--- config.mk ---
export PLATFORM = sky130hd
export DESIGN_NAME = instr_decode_flat
export DESIGN_NICKNAME = d
export VERILOG_FILES = /design/src/rtl/instr_decode_if.sv /design/src/rtl/instr_decode.sv /design/src/flat_wrapper.sv
export SDC_FILE = /design/constraint.sdc
export NUM_CORES = 1
export LEC_CHECK = 0
export ABC_AREA = 1
export CORE_ASPECT_RATIO = 1.75
export CORE_MARGIN = 2
export CORE_UTILIZATION = 30
export CTS_CLUSTER_DIAMETER = 60
export DETAILED_ROUTE_END_ITERATION = 10
export GPL_TIMING_DRIVEN = 0
export PLACE_DENSITY_LB_ADDON = 0.2
export SLEW_MARGIN = 20
export SYNTH_ARGS = -nofsm -noshare
export SYNTH_HDL_FRONTEND = slang
export SYNTH_SLANG_ARGS = --single-unit
--- constraint.sdc ---
create_clock -name clk -period 1.7 [get_ports clk]
set_input_delay 0.255 -clock clk [delete_from_list [all_inputs] [get_ports clk]]
set_output_delay 0.255 -clock clk [all_outputs]
set_load 0.02 [all_outputs]
--- src/rtl/instr_decode_if.sv ---
// Decoder bus: instruction word in, registered control signals and split fields out.
// The decoder is the slave; whoever fetches instructions is the master.
interface instr_decode_if;
    logic [31:0] IR;
    logic        ir_valid;
    logic        valid_out;
    logic        RegDst;
    logic        ALUSrc;
    logic        MemtoReg;
    logic        RegWrite;
    logic        MemRead;
    logic        MemWrite;
    logic        Branch;
    logic        ALUOp1;
    logic        ALUOp0;
    logic [5:0]  opcode;
    logic [4:0]  rs;
    logic [4:0]  rt;
    logic [4:0]  rd;
    logic [4:0]  shamt;
    logic [5:0]  funct;
    logic [31:0] imm_sext;
    logic [4:0]  write_reg;
    logic        illegal;

    modport master (
        output IR, ir_valid,
        input  valid_out, RegDst, ALUSrc, MemtoReg, RegWrite, MemRead, MemWrite,
               Branch, ALUOp1, ALUOp0, opcode, rs, rt, rd, shamt, funct,
               imm_sext, write_reg, illegal
    );

    modport slave (
        input  IR, ir_valid,
        output valid_out, RegDst, ALUSrc, MemtoReg, RegWrite, MemRead, MemWrite,
               Branch, ALUOp1, ALUOp0, opcode, rs, rt, rd, shamt, funct,
               imm_sext, write_reg, illegal
    );
endinterface

--- src/rtl/instr_decode.sv ---
// Registered MIPS main decoder: one-cycle latency from IR to control signals,
// split instruction fields, sign-extended immediate and destination register.
module instr_decode (
    input  logic           clk,
    input  logic           reset,
    instr_decode_if.slave  bus
);

    typedef struct packed {
        logic reg_dst;
        logic alu_src;
        logic mem_to_reg;
        logic reg_write;
        logic mem_read;
        logic mem_write;
        logic branch;
        logic alu_op1;
        logic alu_op0;
    } ctrl_t;

    localparam logic [5:0] OP_RTYPE = 6'b000000;
    localparam logic [5:0] OP_LW    = 6'b100011;
    localparam logic [5:0] OP_SW    = 6'b101011;
    localparam logic [5:0] OP_BEQ   = 6'b000100;

    ctrl_t       ctrl_next;
    ctrl_t       ctrl_reg;
    logic        illegal_next;
    logic        illegal_reg;
    logic        valid_reg;
    logic [31:0] imm_next;
    logic [31:0] imm_reg;
    logic [4:0]  write_reg_next;
    logic [4:0]  write_reg_reg;
    logic [31:0] ir_reg;

    // Control decode looks only at the opcode; funct and shamt never affect it.
    always_comb begin
        ctrl_next    = '0;
        illegal_next = 1'b0;
        case (bus.IR[31:26])
            OP_RTYPE: ctrl_next = 9'b1_0_0_1_0_0_0_1_0;
            OP_LW:    ctrl_next = 9'b0_1_1_1_1_0_0_0_0;
            OP_SW:    ctrl_next = 9'b0_1_0_0_0_1_0_0_0;
            OP_BEQ:   ctrl_next = 9'b0_0_0_0_0_0_1_0_1;
            default:  illegal_next = 1'b1;
        endcase
    end

    always_comb begin
        write_reg_next = ctrl_next.reg_dst ? bus.IR[15:11] : bus.IR[20:16];
    end

    assign imm_next[15:0] = bus.IR[15:0];
    generate
        for (genvar gi = 16; gi < 32; gi++) begin : g_sext
            assign imm_next[gi] = bus.IR[15];
        end
    endgenerate

    // Idle cycles clear controls but keep the last accepted fields visible.
    always_ff @(posedge clk) begin
        if (reset) begin
            ctrl_reg      <= '0;
            illegal_reg   <= 1'b0;
            valid_reg     <= 1'b0;
            imm_reg       <= '0;
            write_reg_reg <= '0;
            ir_reg        <= '0;
        end else begin
            valid_reg <= bus.ir_valid;
            if (bus.ir_valid) begin
                ctrl_reg      <= ctrl_next;
                illegal_reg   <= illegal_next;
                imm_reg       <= imm_next;
                write_reg_reg <= write_reg_next;
                ir_reg        <= bus.IR;
            end else begin
                ctrl_reg    <= '0;
                illegal_reg <= 1'b0;
            end
        end
    end

    assign bus.valid_out = valid_reg;
    assign bus.RegDst    = ctrl_reg.reg_dst;
    assign bus.ALUSrc    = ctrl_reg.alu_src;
    assign bus.MemtoReg  = ctrl_reg.mem_to_reg;
    assign bus.RegWrite  = ctrl_reg.reg_write;
    assign bus.MemRead   = ctrl_reg.mem_read;
    assign bus.MemWrite  = ctrl_reg.mem_write;
    assign bus.Branch    = ctrl_reg.branch;
    assign bus.ALUOp1    = ctrl_reg.alu_op1;
    assign bus.ALUOp0    = ctrl_reg.alu_op0;
    assign bus.illegal   = illegal_reg;

    assign bus.opcode    = ir_reg[31:26];
    assign bus.rs        = ir_reg[25:21];
    assign bus.rt        = ir_reg[20:16];
    assign bus.rd        = ir_reg[15:11];
    assign bus.shamt     = ir_reg[10:6];
    assign bus.funct     = ir_reg[5:0];
    assign bus.imm_sext  = imm_reg;
    assign bus.write_reg = write_reg_reg;

endmodule

--- src/flat_wrapper.sv ---
// flat-port wrapper written by rule: the top's interface ports become plain ports
module instr_decode_flat 
  (clk, reset, bus_IR, bus_ir_valid, bus_valid_out, bus_RegDst, bus_ALUSrc, bus_MemtoReg, bus_RegWrite, bus_MemRead, bus_MemWrite, bus_Branch, bus_ALUOp1, bus_ALUOp0, bus_opcode, bus_rs, bus_rt, bus_rd, bus_shamt, bus_funct, bus_imm_sext, bus_write_reg, bus_illegal);
  instr_decode_if bus_i ();
  input  logic clk;
  input  logic reset;
  input wire logic [$bits(bus_i.IR)-1:0] bus_IR;
  input wire logic [$bits(bus_i.ir_valid)-1:0] bus_ir_valid;
  output wire logic [$bits(bus_i.valid_out)-1:0] bus_valid_out;
  output wire logic [$bits(bus_i.RegDst)-1:0] bus_RegDst;
  output wire logic [$bits(bus_i.ALUSrc)-1:0] bus_ALUSrc;
  output wire logic [$bits(bus_i.MemtoReg)-1:0] bus_MemtoReg;
  output wire logic [$bits(bus_i.RegWrite)-1:0] bus_RegWrite;
  output wire logic [$bits(bus_i.MemRead)-1:0] bus_MemRead;
  output wire logic [$bits(bus_i.MemWrite)-1:0] bus_MemWrite;
  output wire logic [$bits(bus_i.Branch)-1:0] bus_Branch;
  output wire logic [$bits(bus_i.ALUOp1)-1:0] bus_ALUOp1;
  output wire logic [$bits(bus_i.ALUOp0)-1:0] bus_ALUOp0;
  output wire logic [$bits(bus_i.opcode)-1:0] bus_opcode;
  output wire logic [$bits(bus_i.rs)-1:0] bus_rs;
  output wire logic [$bits(bus_i.rt)-1:0] bus_rt;
  output wire logic [$bits(bus_i.rd)-1:0] bus_rd;
  output wire logic [$bits(bus_i.shamt)-1:0] bus_shamt;
  output wire logic [$bits(bus_i.funct)-1:0] bus_funct;
  output wire logic [$bits(bus_i.imm_sext)-1:0] bus_imm_sext;
  output wire logic [$bits(bus_i.write_reg)-1:0] bus_write_reg;
  output wire logic [$bits(bus_i.illegal)-1:0] bus_illegal;
  assign bus_i.IR = bus_IR;
  assign bus_i.ir_valid = bus_ir_valid;
  assign bus_valid_out = bus_i.valid_out;
  assign bus_RegDst = bus_i.RegDst;
  assign bus_ALUSrc = bus_i.ALUSrc;
  assign bus_MemtoReg = bus_i.MemtoReg;
  assign bus_RegWrite = bus_i.RegWrite;
  assign bus_MemRead = bus_i.MemRead;
  assign bus_MemWrite = bus_i.MemWrite;
  assign bus_Branch = bus_i.Branch;
  assign bus_ALUOp1 = bus_i.ALUOp1;
  assign bus_ALUOp0 = bus_i.ALUOp0;
  assign bus_opcode = bus_i.opcode;
  assign bus_rs = bus_i.rs;
  assign bus_rt = bus_i.rt;
  assign bus_rd = bus_i.rd;
  assign bus_shamt = bus_i.shamt;
  assign bus_funct = bus_i.funct;
  assign bus_imm_sext = bus_i.imm_sext;
  assign bus_write_reg = bus_i.write_reg;
  assign bus_illegal = bus_i.illegal;
  instr_decode u_core (.clk(clk), .reset(reset), .bus(bus_i));
endmodule
==> impl_metrics.csv <==
group,metric,value,unit
route,wirelength,5321,um
sta,setup_viol,0,
hold_path,holdPathStages,3,
sta,slew_violations,0,
finish,design_area,3237,um^2
place,port_buffers,113,
synth,synth_xor_area_share,0,%
sta,rsz0062_at_grt,"no",
synth,synthFlopType,"dfxtp_1",
clocking,cts.path.max_buffers,2,
global_route,grt_pass1_vias,1723,
sta,holdWs,0.2929,ns
sta,fin_crit_sh,96.13,%
global_route,antenna_found_initial,0,
power_and_ir_drop,p_per_area,769.7,nW/um^2
synth,synth.area.mux_share,0,%
critical_path,path_class,"reg -> out",
synth,syn_inst,245,
global_route,grt_use_met2,29.09,%
critical_path,start_kind,"flip-flop",
clocking,cts_tree,"yes",
hold_path,hold_path_class,"in -> reg",
finish,syn_to_final_growth,67.33,%
synth,synth_compound_area_share,9.897,%
critical_path,crit_chain,"buf_4, clkdlybuf4s50_1",
route,viasPerCell,4.235,
synth,yosysTopAreaCell,"dfxtp_1",
critical_path,slowest_stage,"clkdlybuf4s50_1",
synth,synth_top_area_share,46.57,%
finish,largest_reg_flops,32,
outcome,status,"completed",
global_route,grt_max_degree,20,
finish,drive_above_1_share,17.21,%
power_and_ir_drop,power,2.492,mW
synth,syn-num-nets,280,
critical_path,required,1.44,ns
synth,synth-edff-count,0,
route,first_iter_violations,87,
synth,synth-seq-cells,45,
floorplanning,io_pins,115,
sta,setup_tns,0,ns
place,dp_hpwl,4133,um
synth,ys_types,20,
synth,synth_area,1934,um^2
floorplanning,core_area,6228,um^2
route,dr.pass1.iters,4,
sta,fin_skew,0,ns
global_route,grt_pass1_wl,8355,um
power_and_ir_drop,vdd_drop_max,0.4122,mV
power_and_ir_drop,power_leakage,1.470,nW
finish,fill_cells,620,
route,drc,0,
synth,synthTopCellsByArea,"dfxtp_1 47%, nor2_1 14%, buf_4 14%",
synth,avgSynthCellArea,7.895,um^2
finish,fin_nets,400,
sta,hold_viol,0,
sta,timing.fmax,0.6119,GHz
floorplanning,die_w,64.70,um
global_route,met3_usage,3.046,%
synth,yosysSeqAreaShare,46.57,%
critical_path,r2r_setup_slack,0.99,ns
critical_path,reg2reg_depth,2,
hold_path,hold_start,"bus_ir_valid",
clocking,clk_pin_slew_worst_paths,0.09,ns
sta,fin_crit,1.634,ns
sta,tightestPinTransition,0.2609,ns
flow_run,max_cap_viol_count,0,
synth,yosysMostFrequentCell,"nor2_1",
finish,multi_input_area,649.4,um^2
route,vias,1889,
critical_path,worstPathMaxFanout,3,
synth,synth_common_cells,"73 x nor2_1, 45 x dfxtp_1, 36 x buf_4",
critical_path,cpPeakStageDelay,0.59,ns
synth,synth_fa_ha_area_share,0,%
finish,ff_latch_area,904.6,um^2
critical_path,reg2reg_from,"u_core.ir_reg[15]$_SDFFE_PP0P_",
synth,synth_top_family_by_area,"simple AND/OR/NAND/NOR gates",
floorplanning,initial_core_util,31.06,%
route,post_drt_wl_per_cell,11.93,um
place,gp_congestion,0.7931,
floorplanning,rows,38,
place,place_area,3166,um^2
route,final_antenna_net_count,0,
critical_path,endpoint_kind,"primary output",
clocking,cts-root-buf,"clkbuf_8",
synth,synth_simple_gate_area_share,23.67,%
clocking,cts_max_level,2,
clocking,cts-hold-fix-buffers,0,
global_route,gr-usage-met1,16.14,%
floorplanning,dieArea,7132,um^2
global_route,grt.busiest_layer,"met2",
floorplanning,die_h,110.2,um
critical_path,cp.arrival,1.38,ns
clocking,clkLatencyLatePin,0.30,ns
global_route,overflow,0,
clocking,cts_setup_buffers,0,
hold_path,worstHoldEndpoint,"u_core.bus.valid_out$_SDFF_PP0_",
critical_path,reg2reg_to,"u_core.ir_reg[15]$_SDFFE_PP0P_",
synth,synthArstFlopShare,0,%
sta,slew_headroom,82.55,%
clocking,cts_sinks,45,
finish,diodes,0,
synth,synth_warnings,0,
global_route,grtUsageTotal,15.33,%
clocking,cts_buffers,5,
cells in the final DEF (no fill, tap or decap), types with 2 or more instances in the layout:
master           instances
clkdlybuf4s50_1         95
nor2_1                  73
dfxtp_1                 44
buf_4                   36
o21ai_0                 32
dlygate4sd2_1           17
nand2_1                 11
inv_1                    9
nand4_1                  7
nand3_1                  6
clkbuf_8                 5
buf_2                    4
a21oi_1                  4
buf_6                    3
inv_2                    3
clkbuf_2                 3
nor2_4                   3
clkinv_2                 2
repair_timing:
item | in CTS | in global routing
gates cloned | 0 | 0
setup endpoints to repair | 18 | 1
resized for setup | 19 | 1
final cells by class:
class / instances / area share [%]
Timing Repair Buffer: 113 / 34.36
Inverter: 12 / 1.392
Multi-Input combinational cell: 142 / 20.06
Buffer: 46 / 10.48
Sequential cell: 45 / 27.95
Clock inverter: 3 / 0.5412
Tap cell: 80 / 3.092
Clock buffer: 5 / 2.126
how the worst max path moves through the flow:
stage,from,end,cells past startpoint,slack [ns]
CTS,u_core.ir_reg[15]$_SDFFE_PP0P_,bus_imm_sext[15],1,0.05
finish,u_core.ir_reg[9]$_SDFFE_PP0P_,bus_shamt[3],2,0.07
global placement,u_core.ir_reg[15]$_SDFFE_PP0P_,bus_imm_sext[20],2,-0.005
global route,u_core.ir_reg[9]$_SDFFE_PP0P_,bus_shamt[3],2,0.02
detailed placement,u_core.ir_reg[15]$_SDFFE_PP0P_,bus_imm_sext[29],2,-0.03
floorplan,u_core.ir_reg[15]$_SDFFE_PP0P_,bus_imm_sext[16],1,0.51
report_power, final:
group | switching (mW) | internal (mW)
Sequential | 0.0420 | 1.12
Combinational | 0.325 | 0.348
Clock | 0.374 | 0.284
critical path: cells and delay by family (launching register included):
family | cells | cell delay, ns
flops | 1 | 0.37
buf+inv | 2 | 0.71
stage by stage:
| stage | cells | setup WS (ns) | utilization [%] |
|---|---|---|---|
| floorplan | 245 | 0.5136 | - |
| global placement | 438 | -0.005083 | 50.82 |
| detailed placement | 438 | -0.03252 | 50.82 |
| CTS | 446 | 0.05099 | 51.93 |
| global route | 446 | 0.01671 | 51.97 |
| finish | 446 | 0.06572 | 51.97 |
routing by layer:
| metal | up-vias | wire [um] |
|---|---|---|
| met4 | 0 | 95 |
| li1 | 989 | - |
| met5 | - | 0 |
| met2 | 52 | 2980 |
| met1 | 843 | 2011 |
| met3 | 5 | 233 |
cells by family after synthesis:
group | after synthesis
simple gates | 104
buf+inv | 58
flops | 45
compound gates | 38
No activity file was read; power rests on OpenSTA's default activity.
